$ cat config.mk
export PLATFORM = sky130hd
export DESIGN_NAME = if_stage
export DESIGN_NICKNAME = d
export VERILOG_FILES = /design/src/rtl/rv32_pkg.sv /design/src/rtl/if_stage.sv
export SDC_FILE = /design/constraint.sdc
export NUM_CORES = 1
export LEC_CHECK = 0
export ABC_AREA = 1
export CORE_MARGIN = 4
export CORE_UTILIZATION = 50
export CTS_CLUSTER_DIAMETER = 80
export DETAILED_ROUTE_END_ITERATION = 10
export PLACE_DENSITY_LB_ADDON = 0.1
export SYNTH_ARGS = -nofsm -noshare
export SYNTH_HDL_FRONTEND = slang
export SYNTH_SLANG_ARGS = --single-unit
$ cat constraint.sdc
create_clock -name clk_i -period 11.5 [get_ports clk_i]
set_input_delay 2.875 -clock clk_i [delete_from_list [all_inputs] [get_ports clk_i]]
set_output_delay 2.875 -clock clk_i [all_outputs]
set_load 0.01 [all_outputs]
$ cat src/rtl/rv32_pkg.sv
`default_nettype none
// ============================================================================
// Module   : rv32_pkg
// Brief    : Shared constants and fetch FSM encoding for the RV32 pipeline.
// Revision : 1.0
// ============================================================================
package rv32_pkg;

    localparam logic [31:0] c_nop_instr = 32'h0000_0013;
    localparam logic [31:0] c_reset_pc  = 32'h0000_0000;

    typedef enum logic [1:0] {
        S_REQ  = 2'd0,
        S_WAIT = 2'd1,
        S_HOLD = 2'd2
    } fetch_state_e;

    function automatic logic [31:0] word_align(input logic [31:0] i_addr);
        return {i_addr[31:2], 2'b00};
    endfunction

endpackage
`default_nettype wire

$ cat src/rtl/if_stage.sv
`default_nettype none
// ============================================================================
// Module   : if_stage
// Brief    : Instruction fetch (one outstanding req/gnt/rvalid) + IF/ID register.
// Revision : 1.0
// ============================================================================
module if_stage
    import rv32_pkg::*;
#(
    parameter logic [31:0] RESET_PC  = c_reset_pc,
    parameter logic [31:0] NOP_INSTR = c_nop_instr
) (
    input  logic        clk_i,
    input  logic        rst_i,
    input  logic        stall_i,
    input  logic        flush_i,
    input  logic        redirect_i,
    input  logic [31:0] redirect_pc_i,
    output logic        imem_req_o,
    output logic [31:0] imem_addr_o,
    input  logic        imem_gnt_i,
    input  logic        imem_rvalid_i,
    input  logic [31:0] imem_rdata_i,
    output logic [31:0] instruction_o,
    output logic [31:0] pc_address_o,
    output logic        if_valid_o
);

    fetch_state_e r_state, w_state_d;
    logic [31:0]  r_pc, w_pc_d;
    logic [31:0]  r_fetch_pc, w_fetch_pc_d;
    logic         r_drop, w_drop_d;
    logic [31:0]  r_buf_instr, w_buf_instr_d;
    logic [31:0]  r_buf_pc, w_buf_pc_d;
    logic [31:0]  r_instr, w_instr_d;
    logic [31:0]  r_ifpc, w_ifpc_d;
    logic         r_valid, w_valid_d;
    logic         w_deliver;
    logic [31:0]  w_dlv_instr;
    logic [31:0]  w_dlv_pc;

    assign imem_req_o    = (r_state == S_REQ) && !redirect_i;
    assign imem_addr_o   = r_pc;
    assign instruction_o = r_instr;
    assign pc_address_o  = r_ifpc;
    assign if_valid_o    = r_valid;

    always_ff @(posedge clk_i or posedge rst_i) begin
        if (rst_i) begin
            r_state     <= S_REQ;
            r_pc        <= RESET_PC;
            r_fetch_pc  <= 32'h0;
            r_drop      <= 1'b0;
            r_buf_instr <= NOP_INSTR;
            r_buf_pc    <= 32'h0;
            r_instr     <= NOP_INSTR;
            r_ifpc      <= 32'h0;
            r_valid     <= 1'b0;
        end else begin
            r_state     <= w_state_d;
            r_pc        <= w_pc_d;
            r_fetch_pc  <= w_fetch_pc_d;
            r_drop      <= w_drop_d;
            r_buf_instr <= w_buf_instr_d;
            r_buf_pc    <= w_buf_pc_d;
            r_instr     <= w_instr_d;
            r_ifpc      <= w_ifpc_d;
            r_valid     <= w_valid_d;
        end
    end

    always_comb begin
        w_state_d     = r_state;
        w_pc_d        = r_pc;
        w_fetch_pc_d  = r_fetch_pc;
        w_drop_d      = r_drop;
        w_buf_instr_d = r_buf_instr;
        w_buf_pc_d    = r_buf_pc;
        w_deliver     = 1'b0;
        w_dlv_instr   = r_buf_instr;
        w_dlv_pc      = r_buf_pc;

        if (redirect_i) begin
            w_pc_d        = word_align(redirect_pc_i);
            w_buf_instr_d = NOP_INSTR;
            w_buf_pc_d    = 32'h0;
            w_drop_d      = 1'b0;
            case (r_state)
                // A response still in flight belongs to the old path: remember to drop it.
                S_WAIT: begin
                    if (imem_rvalid_i) w_state_d = S_REQ;
                    else               w_drop_d  = 1'b1;
                end
                S_HOLD:  w_state_d = S_REQ;
                default: w_state_d = S_REQ;
            endcase
        end else begin
            case (r_state)
                S_REQ: begin
                    if (imem_gnt_i) begin
                        w_fetch_pc_d = r_pc;
                        w_pc_d       = r_pc + 32'd4;
                        w_state_d    = S_WAIT;
                    end
                end
                S_WAIT: begin
                    if (imem_rvalid_i) begin
                        if (r_drop) begin
                            w_drop_d  = 1'b0;
                            w_state_d = S_REQ;
                        end else if (!stall_i) begin
                            w_deliver   = 1'b1;
                            w_dlv_instr = imem_rdata_i;
                            w_dlv_pc    = r_fetch_pc;
                            w_state_d   = S_REQ;
                        end else begin
                            w_buf_instr_d = imem_rdata_i;
                            w_buf_pc_d    = r_fetch_pc;
                            w_state_d     = S_HOLD;
                        end
                    end
                end
                S_HOLD: begin
                    if (!stall_i) begin
                        w_deliver = 1'b1;
                        w_state_d = S_REQ;
                    end
                end
                default: w_state_d = S_REQ;
            endcase
        end
    end

    // A bubble keeps the last PC; only instruction and valid are cleared.
    always_comb begin
        w_instr_d = r_instr;
        w_ifpc_d  = r_ifpc;
        w_valid_d = r_valid;
        if (redirect_i || flush_i) begin
            w_instr_d = NOP_INSTR;
            w_valid_d = 1'b0;
        end else if (!stall_i) begin
            if (w_deliver) begin
                w_instr_d = w_dlv_instr;
                w_ifpc_d  = w_dlv_pc;
                w_valid_d = 1'b1;
            end else begin
                w_instr_d = NOP_INSTR;
                w_valid_d = 1'b0;
            end
        end
    end

endmodule
`default_nettype wire
# --- Word-level counts from Yosys, hierarchy flattened ---
# Cells that the tools add are included.
# Widths: inputs -> output; s select.
word_totals:
  regBits: 196
  in_bits: 71
  output_inout_bits: 98
  word_cells: 81
op_classes:
  add_sub_neg: 1
  eq_ne: 7
  n_mux: 46
  bitwise_logic: 3
  reduce_logical: 15
op_table:
  columns: ["cell", "count"]
  rows:
  - ["$mux 32", 24]
  - ["$add 32x3->32 const B", 1]
  - ["$mux 2", 8]
  - ["$mux 1", 12]
  - ["$reduce_bool 2->1", 5]
  - ["$reduce_and 3->1", 3]
  - ["$ne 3x3->1 const B", 2]
  - ["$pmux 2 s3", 1]
  - ["$ne 2x2->1 const B", 2]
  - ["$reduce_and 2->1", 2]
  - ["$reduce_and 4->1", 1]
  - ["$not 1->1", 3]
  - ["$eq 2x1->1 const B", 1]
  - ["$eq 2x2->1 const B", 1]
  - ["$logic_not 2->1", 1]
  - ["$ne 2x1->1 const B", 1]
  - ["$pmux 1 s2", 1]
  - ["$logic_and 1x1->1", 1]
  - ["$logic_not 1->1", 1]
  - ["$logic_or 1x1->1", 1]

# --- Depth between registers and ports, before layout ---
logic_depth:
  ltp_word: 8
  mapped_depth: 11
  mapped_depth_nobuf: 9

# --- Worst setup path after synthesis ---
# No wires, ideal clock.
synth_path:
  kind: "input to output"
  from: "input redirect_i"
  to: "output imem_req_o"
  t_arrival_ns: 3.285
  required_ns: 8.625
  path_slack_ns: 5.340
  stages: 4
  path_buffers: 1
  cell_sequence: "inv_1 > buf_2 > nand2_1 > inv_1"
synth_between:
  elab_chain_len: 2
synth_rtl:
  columns: ["item", "line", "rtl"]
  rows:
  - ["start, declared", "if_stage.sv:17", "input logic redirect_i,"]
  - ["$logic_not 1->1", "if_stage.sv:42", "assign imem_req_o = (r_state == S_REQ) && !redirect_i;"]
  - ["$logic_and 1x1->1", "if_stage.sv:42", null]
  - ["end, declared", "if_stage.sv:19", "output logic imem_req_o,"]
# Every way passes these cells.

# --- Final worst setup path ---
# Same ends and word-level chain as after synthesis.

==> results.md <==
* LEAKAGE at 5.03 nW
* IO Port Bufs at 164
* Req. time, crit path at 8630 ps
* First-pass GRT wire length at 37.2 mm
* Synth top area cells: dfrtp_1 (53%), nand2_1 (11%), o21ai_0 (6.4%), inv_1 (4.2%), nor2_1 (4.0%)
* Post-synth ARST share at 100%
* Layout cell share with drive strength beyond 1 at 5.42%
* Library cells used by synthesis at 38
* Tcrit/Tclk final at 68.4%
* Core Region at 17200 sq um
* Starting Density at 50.8%
* CP endpoint kind: primary output
* Crit-path cells: clkdlybuf4s50_1 > buf_4 > inv_1 > buf_4 > nand2_1 > inv_1 > clkdlybuf4s50_1
* Worst-margin pin slew at 907 ps
* All-Layer GR Usage at 23.3%
* Area Overhead vs Synth at 26.6%
* Max VDD drop at 0.116 mV
* Clk slew on worst S/H paths at 60 ps
* Max H-tree Level at 4
* I/O pins at 169
* Setup violations, final at 0
* Total CTS buffers at 17
* DRT iter0 DRCs at 478
* Worst hold slack at 468 ps
* Syn. warnings at 0
* Clock tree buffer depth at 2
* Crit path max-delay family: buffers and inverters
* Pwr per Cell Area at 184 nW/um^2
* Final hold vios at 0
* Die X at 140 microns
* Avg Inst Size Synth at 8.44 sq um
* Register area share after synthesis at 54.6%
* Vias at 7429
* Largest net degree at the start of global routing at 127
* Synth Instances at 1034
* Finished Layout Cells at 1406
* Outcome: complete, no violations
* Crit start category: input pin
* Row Count at 48
* Residual DRC at 0
* Cts repair resizes at 0
* Root Driver: clkbuf_16
* Synth cell count leaders: nand2_1 (245), dfrtp_1 (184), o21ai_0 (112)
* Dpl cells at 1374
* CTS Sinks at 190
* Max-slew violation count at 0
* Die area at 19600 sq um
* Number of global-route vias before repair at 7267
* Vias/cell at 5.28
* Post-Route Setup TNS at 0 ps
* RD Place Congestion at 0.928
* Post-synth EDFFs at 0
* Slowest CP cell: clkdlybuf4s50_1
* CP max FO at 57
* Cell with the most instances after synthesis: nand2_1
* Normalized max-slew margin at 39.5%
* Max Clk Rate at 0.127 GHz
* CP peak stage delay at 560 ps
* CTS tree: built
* Post-route ant nets at 0
* Routed len/inst at 15.8 microns
* Setup Crit Path Kind: in2out
* WL final at 22.3 mm
* Skew-Pair Late Insertion Delay at 430 ps
* Initial antenna violation count at 0
* Final HPWL DP at 14.3 mm
* Main synth FF type: dfrtp_1
* Fin nets at 1244
* Die Span Y at 140 microns
* Unrepaired setup endpoints after global routing: false
* CP Buf/Inv Count at 6
* Minimum clock period at 7870 ps
* Post-synthesis register bit count at 190
* Fillers at 1524
* Top-area cell type share of the netlist area at 52.8%
* Mapped Area at 8730 sq um
* GRT overflow at 0
* DR pass1 iterations at 5
* Leading area contributor after synthesis: dfrtp_1
* Diode count at 0
* Hold WC Path Type: reg2reg
* Max_cap viols at 0
* Clk_skew at 7.50 ps
* Hold_buf cts at 0
* Post-CTS Setup Repair Bufs at 0
* Crit path DAT at 4990 ps
==> per-layer routing <==
metal	track usage [%]	wire length [microns]	vias up
met5	0	0	-
li1	-	-	3674
met4	5.35	176	0
met1	32.7	10300	3519
met3	4.88	1230	16
met2	37.8	10500	220
==> final cells by class <==
type / count / area [sq um] / share of cell area [%]
clock buffer: 19 / 443 / 4.01
clock inverter: 13 / 185 / 1.68
inverter: 100 / 383 / 3.46
multi-input combinational: 686 / 3290 / 29.7
sequential: 190 / 4760 / 43.1
tap: 225 / 282 / 2.55
timing repair buffer: 173 / 1710 / 15.5
==> per-stage QoR <==
| stage | worst slack [ps] | util (%) | power [mW] | area (sq um) |
|---|---|---|---|---|
| 2_1_floorplan | 3460 | - | 1.19 | 8730 |
| 3_3_place_gp | 3650 | 60.7 | 1.41 | 10400 |
| 3_5_place_dp | 3660 | 60.7 | 1.42 | 10400 |
| 4_1_cts | 3650 | 64.3 | 2.05 | 11100 |
| 5_1_grt | 3470 | 64.3 | 2.16 | 11100 |
| 6_report | 3630 | 64.3 | 2.04 | 11100 |
==> cells in the final DEF (no fill, tap or decap), types with 4 or more instances in the layout <==
master             n
o211ai_1           5
nand2_1          245
nor2_2             6
dfrtp_1          184
bufinv_16          4
nand3b_1           4
clkdlybuf4s50_1  164
dfstp_2            6
nor3_1             5
ha_1               5
buf_4              9
nand4_1            7
a31oi_1            5
a21oi_1           30
inv_1             96
nor2_1            92
clkbuf_16         17
o22ai_1           28
o21ai_0          112
clkinvlp_4         5
o21ai_1           44
nand3_1           51
a22o_1            26
==> cell families after synthesis <==
kind of cell | Yosys count | share of synthesized area (%)
fa+ha+maj | 5 | 0.717
simple gates | 419 | 19.8
compound gates | 257 | 16.7
other cells | 1 | 0.0430
xor+xnor | 3 | 0.301
flops | 190 | 54.6
buf+inv | 159 | 7.86
==> registers in the layout (all words and copies together) (netlist names) <==
register and count:
r_buf_instr 32, r_drop 1, r_buf_pc 31, if_valid_o 1, imem_addr_o 30, instruction_o 32, r_state 2, r_fetch_pc 30
pc_address_o 31
==> power breakdown <==
part | switching [mW] | internal (mW)
clock network | 0.258 | 0.371
registers | 0.108 | 0.795
logic | 0.289 | 0.218
==> worst min-delay path: cells and delay by family (launching register included) <==
family,cells,cell delay [ps]
DFF,1,340
and+or+nand+nor,2,100
==> path summary, 6_finish.rpt <==
path                             startpoint                end  slack (ps)  cells after the start
worst max-delay path             redirect_i         imem_req_o        3630                      7
worst min-delay path            r_buf_pc[8]        r_buf_pc[8]         470                      2
worst max register to register   r_state[1]   instruction_o[6]        8400                     10
worst min register to register  r_buf_pc[8]        r_buf_pc[8]         470                      2
max in group asynchronous             rst_i  instruction_o[31]        7080                      3
min in group asynchronous             rst_i  instruction_o[21]        3000                      2
No activity file was read; power rests on OpenSTA's default activity.
